==> src/rtl/booth_mul_pkg.sv <==
// Shared Booth digit type and elaboration-time helpers for booth_mul_pipe.
package booth_mul_pkg;

   typedef enum logic [2:0] {
      ZERO = 3'd0,
      P1   = 3'd1,
      P2   = 3'd2,
      M1   = 3'd3,
      M2   = 3'd4
   } booth_digit_e;

   function automatic int unsigned booth_digits(input int unsigned width);
      return width / 2 + 1;
   endfunction

   // Dadda row-height sequence: d(0)=2, d(j+1)=floor(1.5*d(j)) -> 2,3,4,6,9,13,...
   function automatic int unsigned dadda_height(input int unsigned idx);
      int unsigned h;
      h = 2;
      for (int unsigned j = 0; j < idx; j++) h = (h * 3) / 2;
      return h;
   endfunction

   // Number of reduction stages needed to bring 'rows' down to two.
   function automatic int unsigned dadda_stages(input int unsigned rows);
      int unsigned n;
      n = 0;
      for (int unsigned j = 0; j < 32; j++)
         if (dadda_height(j) < rows) n = j + 1;
      return n;
   endfunction

endpackage

==> src/rtl/booth_enc.sv <==
// Radix-4 Booth recoder: one overlapping 3-bit multiplier window to a signed digit.
module booth_enc
   import booth_mul_pkg::*;
(
   input  logic [2:0] i_win,
   output logic [2:0] o_digit_c
);

   always_comb begin
      o_digit_c = ZERO;
      unique case (i_win)
         3'b001, 3'b010: o_digit_c = P1;
         3'b011:         o_digit_c = P2;
         3'b100:         o_digit_c = M2;
         3'b101, 3'b110: o_digit_c = M1;
         default:        o_digit_c = ZERO;
      endcase
   end

endmodule

==> src/rtl/booth_mul_pipe.sv <==
// 3-stage radix-4 Booth / Dadda multiplier with valid/ready handshake.
// Define BOOTH_MUL_MAC_EN to add the in_acc port and a running accumulator.
module booth_mul_pipe
   import booth_mul_pkg::*;
#(
   parameter int unsigned WIDTH = 12,
   parameter int unsigned OUT_W = 2 * WIDTH
) (
   input  logic             clk,
   input  logic             rst_n,
   input  logic             in_valid,
   output logic             in_ready,
   input  logic [WIDTH-1:0] in_a,
   input  logic [WIDTH-1:0] in_b,
   input  logic             in_signed,
`ifdef BOOTH_MUL_MAC_EN
   input  logic             in_acc,
`endif
   output logic             out_valid,
   input  logic             out_ready,
   output logic [OUT_W-1:0] out_p
);

   localparam int unsigned EXT_W  = WIDTH + 2;
   localparam int unsigned N_DIG  = booth_digits(WIDTH);
   localparam int unsigned N_ROWS = N_DIG + 1;
   localparam int unsigned N_STG  = dadda_stages(N_ROWS);

   // Folded sign-extension constant: -2^(EXT_W-1+2i) summed over all digit rows.
   function automatic logic [OUT_W-1:0] sext_const();
      logic [OUT_W-1:0] k;
      k = '0;
      for (int unsigned i = 0; i < N_DIG; i++)
         k = k - (OUT_W'(1) << (EXT_W - 1 + 2 * i));
      return k;
   endfunction
   localparam logic [OUT_W-1:0] SEXT_K = sext_const();

   logic             w_stall;
   logic             r_v1, r_v2, r_v3;
   logic [WIDTH-1:0] r_a1, r_b1;
   logic             r_sgn1;
   logic [OUT_W-1:0] r_s2, r_c2, r_p;
   logic [EXT_W-1:0] w_a_ext;
   logic [EXT_W:0]   w_b_win;
   logic [N_DIG-1:0] w_neg;
   logic [OUT_W-1:0] w_row [N_ROWS];
   logic [OUT_W-1:0] w_sum2, w_car2, w_p3;

   assign w_stall   = r_v3 & ~out_ready;
   assign in_ready  = ~w_stall;
   assign out_valid = r_v3;
   assign out_p     = r_p;

   assign w_a_ext = {{2{r_sgn1 & r_a1[WIDTH-1]}}, r_a1};
   assign w_b_win = {{2{r_sgn1 & r_b1[WIDTH-1]}}, r_b1, 1'b0};

   // Partial products: one's-complement row with inverted sign bit; the +1 of
   // each negative digit rides in the empty low bits of the next row.
   for (genvar i = 0; i < N_DIG; i++) begin : g_dig
      logic [2:0]       w_code;
      logic [EXT_W-1:0] w_mag;
      logic [EXT_W-1:0] w_pp;
      logic             w_ng;

      booth_enc u_enc (
         .i_win     (w_b_win[2*i+2 -: 3]),
         .o_digit_c (w_code)
      );

      always_comb begin
         w_mag = '0;
         w_ng  = 1'b0;
         unique case (booth_digit_e'(w_code))
            P1:      w_mag = w_a_ext;
            P2:      w_mag = w_a_ext << 1;
            M1:      begin w_mag = w_a_ext;      w_ng = 1'b1; end
            M2:      begin w_mag = w_a_ext << 1; w_ng = 1'b1; end
            default: w_mag = '0;
         endcase
         w_pp = w_ng ? ~w_mag : w_mag;
      end

      assign w_neg[i] = w_ng;

      if (i == 0) begin : g_first
         assign w_row[i] = OUT_W'({~w_pp[EXT_W-1], w_pp[EXT_W-2:0]});
      end else begin : g_rest
         assign w_row[i] = (OUT_W'({~w_pp[EXT_W-1], w_pp[EXT_W-2:0]}) << (2 * i))
                         | (OUT_W'(w_neg[i-1]) << (2 * i - 2));
      end
   end

   // Last digit's +1 lands below the constant's lowest set bit, so OR is exact.
   assign w_row[N_DIG] = SEXT_K | (OUT_W'(w_neg[N_DIG-1]) << (2 * (N_DIG - 1)));

   // Dadda reduction: each stage applies just enough 3:2 row compressors to hit the next height.
   for (genvar s = 0; s < N_STG; s++) begin : g_stg
      localparam int unsigned N_IN  = (s == 0) ? N_ROWS : dadda_height(N_STG - s);
      localparam int unsigned N_OUT = dadda_height(N_STG - 1 - s);
      localparam int unsigned N_CSA = N_IN - N_OUT;

      logic [OUT_W-1:0] w_in  [N_IN];
      logic [OUT_W-1:0] w_out [N_OUT];

      for (genvar r = 0; r < N_IN; r++) begin : g_src
         if (s == 0) begin : g_pp
            assign w_in[r] = w_row[r];
         end else begin : g_prev
            assign w_in[r] = g_stg[s-1].w_out[r];
         end
      end

      for (genvar c = 0; c < N_CSA; c++) begin : g_csa
         assign w_out[2*c]   = w_in[3*c] ^ w_in[3*c+1] ^ w_in[3*c+2];
         assign w_out[2*c+1] = ((w_in[3*c] & w_in[3*c+1]) |
                                (w_in[3*c] & w_in[3*c+2]) |
                                (w_in[3*c+1] & w_in[3*c+2])) << 1;
      end

      for (genvar r = 0; r < N_IN - 3 * N_CSA; r++) begin : g_pass
         assign w_out[2*N_CSA+r] = w_in[3*N_CSA+r];
      end
   end

   assign w_sum2 = g_stg[N_STG-1].w_out[0];
   assign w_car2 = g_stg[N_STG-1].w_out[1];

`ifdef BOOTH_MUL_MAC_EN
   logic             r_acc1, r_acc2;
   logic [OUT_W-1:0] r_acc_q;
   assign w_p3 = r_s2 + r_c2 + (r_acc2 ? r_acc_q : '0);
`else
   assign w_p3 = r_s2 + r_c2;
`endif

   // Valid bits, result register and accumulator; everything holds on stall.
   always_ff @(posedge clk) begin
      if (!rst_n) begin
         r_v1    <= 1'b0;
         r_v2    <= 1'b0;
         r_v3    <= 1'b0;
         r_p     <= '0;
`ifdef BOOTH_MUL_MAC_EN
         r_acc_q <= '0;
`endif
      end else if (!w_stall) begin
         r_v1 <= in_valid;
         r_v2 <= r_v1;
         r_v3 <= r_v2;
         if (r_v2) begin
            r_p     <= w_p3;
`ifdef BOOTH_MUL_MAC_EN
            r_acc_q <= w_p3;
`endif
         end
      end
   end

   // Stage data registers carry no reset; their valid bits qualify them.
   always_ff @(posedge clk) begin
      if (!w_stall) begin
         r_a1   <= in_a;
         r_b1   <= in_b;
         r_sgn1 <= in_signed;
         r_s2   <= w_sum2;
         r_c2   <= w_car2;
`ifdef BOOTH_MUL_MAC_EN
         r_acc1 <= in_acc & in_valid;
         r_acc2 <= r_acc1;
`endif
      end
   end

endmodule

==> config.mk <==
export PLATFORM = sky130hd
export DESIGN_NAME = booth_mul_pipe
export DESIGN_NICKNAME = d
export VERILOG_FILES = /design/src/rtl/booth_mul_pkg.sv /design/src/rtl/booth_enc.sv /design/src/rtl/booth_mul_pipe.sv
export SDC_FILE = /design/constraint.sdc
export NUM_CORES = 1
export LEC_CHECK = 0
export CAP_MARGIN = 20
export CORE_MARGIN = 2
export CORE_UTILIZATION = 45
export DETAILED_ROUTE_END_ITERATION = 7
export MAX_ROUTING_LAYER = met4
export PLACE_DENSITY_LB_ADDON = 0.05
export SLEW_MARGIN = 20
export SYNTH_ARGS = -nofsm -noshare
export SYNTH_HDL_FRONTEND = slang
export SYNTH_HIERARCHICAL = 1
export SYNTH_SLANG_ARGS = --single-unit
export TNS_END_PERCENT = 30
==> constraint.sdc <==
create_clock -name clk -period 5.99 [get_ports clk]
set_input_delay 0.8985 -clock clk [delete_from_list [all_inputs] [get_ports clk]]
set_output_delay 0.8985 -clock clk [all_outputs]
set_load 0.01 [all_outputs]
==> reports/qor.yml <==
slew_headroom: 0.267
fill_cells: 1819
clock_path_buffers: 2
cts_tree: "done"
synthCells: 932
grt_usage: 0.240
routedWlPerCell_um: 19.2
tightest_slew_ns: 1.10
firstDrtPassIters: 6
netlist.area_leader.share: 0.232
clk_latency_ns: 0.37
seq_area_frac_synth: 0.293
clkSinkCount: 95
grt_pass1_wl_um: 37000
antenna_found_initial: 0
fmax_mhz: 201
power_density_nw_per_um2: 387
holdBufCountCts: 0
synth_edf_count: 68
fp.dieW_um: 144
cp-start-kind: "flip-flop"
drv_cap: 0
die_h_um: 144
hp-class: "flip-flop to flip-flop"
cp_data_arrival_time_ns: 5.08
std_cell_rows: 51
worstSetupPathType: "flip-flop to flip-flop"
area_delta_synth_final_pct: 11.9
dr_total_vias: 6945
setup_viol: 0
ys_top_cells_by_count: "inv_1 (80), xor2_1 (80), a22oi_1 (79), edfxtp_1 (68), clkbuf_1 (65)"
drive_gt1_frac: 0.0722
skew_ns: 0.0173
dpl.hpwl_um: 16700
ys.flop_type: "edfxtp_1"
finalCriticalPeriod_ns: 4.98
io_buffers: 54
placed_cell_area_um2: 9570
grt_max_degree: 75
post-route-period-util: 0.832
rsz0062_at_grt: "no"
critPathRequiredTime_ns: 6.09
power_leakage_nw: 4.18
design.core.area_um2: 19300
synth_area_leaders: "edfxtp_1 (23%), fa_1 (12%), ha_1 (8.4%)"
gp_congestion: 0.898
synth.distinct_cells: 57
ios: 55
detail_route.iter0.violations: 560
cts_buffers: 9
route.detailed.drc: 0
cts_htree_levels: 3
fin_setup_tns_ns: 0
root_buffer: "clkbuf_16"
routed_wirelength_um: 23100
critPathCaptureType: "flip-flop"
stdcell_area_um2: 9870
cts_resized: 0
syn-cell-area_um2: 8820
vdd_drop_max_uv: 178
die_area_um2: 20700
reg2regPathDepth: 12
via_per_inst: 5.75
postSynthAreaPerCell_um2: 9.46
drv_slew: 0
grt_pass1_vias: 6683
overflow: 0
finalHoldViolCount: 0
cp_max_fo: 17
synth-seq-cells: 95
ys_async_sr_fraction: 0
status: "completed"
yosys.area.top_type: "edfxtp_1"
clk_pin_slew_ns: 0.07
whs_path_depth: 2
yosys_warnings: 6
nets: 1079
start_util: 0.456
antenna_left: 0
post_cts_buffers: 0
[critical path, cell delays in order (launching register included)]
cell      delay (ns)
edfxtp_1        0.48
xor2_1          0.16
buf_4           0.23
a21o_1          0.37
buf_4           0.26
nor2b_1         0.70
a22oi_1         0.21
o22a_1          0.26
fa_1            0.54
inv_1           0.06
fa_1            0.56
fa_1            0.44
fa_1            0.45
[worst paths after layout]
path	start	to	slack (ns)
worst min register to register	out_p[10]	out_p[10]	0.45
worst max register to register	r_b1[9]	r_s2[11]	1.01
worst max-delay path	r_b1[9]	r_s2[11]	1.01
worst min-delay path	out_p[10]	out_p[10]	0.45
[per-layer routing]
layer	vias to the layer above	GRT usage	routed length (um)
met3	20	0.0381	1480
met5	-	-	0
met2	236	0.364	10400
met1	3360	0.335	10800
li1	3329	-	-
met4	0	0.0717	393
[report_power, final]
group | total [mW] | switching [mW] | internal [mW] | leakage (nW)
logic | 2.14 | 1.20 | 0.936 | 3.07
clock network | 0.600 | 0.294 | 0.306 | 0.149
registers | 1.08 | 0.0880 | 0.992 | 0.957
[area by class of cell]
| class | instances | area (um^2) | share of cell area |
|---|---|---|---|
| Clock buffer | 10 | 239 | 0.0242 |
| Clock inverter | 6 | 60.1 | 0.00609 |
| Timing Repair Buffer | 79 | 728 | 0.0738 |
| Antenna cell | 1 | 2.50 | 0.000254 |
| Tap cell | 265 | 332 | 0.0336 |
| Inverter | 80 | 300 | 0.0304 |
| Multi-Input combinational cell | 672 | 5630 | 0.570 |
| Sequential cell | 95 | 2580 | 0.262 |
[stage by stage]
step | hold WS [ns] | std cells | utilization | power [mW] | worst slack, ns
after floorplan | 0.454 | 934 | - | 2.65 | 1.62
after global placement | 0.439 | 1191 | 0.495 | 3.16 | 0.931
after global routing | 0.485 | 1207 | 0.510 | 4.21 | 0.749
after CTS | 0.456 | 1207 | 0.510 | 3.86 | 0.933
final | 0.454 | 1208 | 0.510 | 3.82 | 1.01
after detailed placement | 0.448 | 1191 | 0.495 | 3.24 | 0.946
[cell families after synthesis]
kind of cell | Yosys count | share of synthesized area
AOI/OAI and AO/OA | 269 | 0.215
and+or+nand+nor | 175 | 0.0998
buffers and inverters | 167 | 0.0717
adders and majority gates | 113 | 0.206
xor gates and xnor gates | 99 | 0.0983
DFF | 95 | 0.293
muxes | 13 | 0.0155
other | 1 | 0.000425
[layout by cell type (no fill, tap or decap), types with 6 or more instances in the layout]
cell type,count
a21o_1,12
xor2_1,80
a21oi_1,40
mux2i_1,8
nor3b_1,6
edfxtp_1,68
dfxtp_1,27
buf_4,25
o22ai_1,41
nor2_1,34
o22a_1,37
o21ai_0,24
nand2_1,63
nand3_1,16
clkbuf_16,9
and3b_2,7
nor2b_1,12
xnor2_1,19
clkdlybuf4s50_1,54
nand4_1,6
inv_1,80
a22oi_1,79
fa_1,54
ha_1,59
[registers in the layout, summed over array words and instances (netlist names)]
register	cells
out_p	24
r_v2	1
r_c2	19
r_b1	12
r_s2	24
r_sgn1	1
out_valid	1
r_a1	12
r_v1	1
Power figures use the tool's default switching activity.
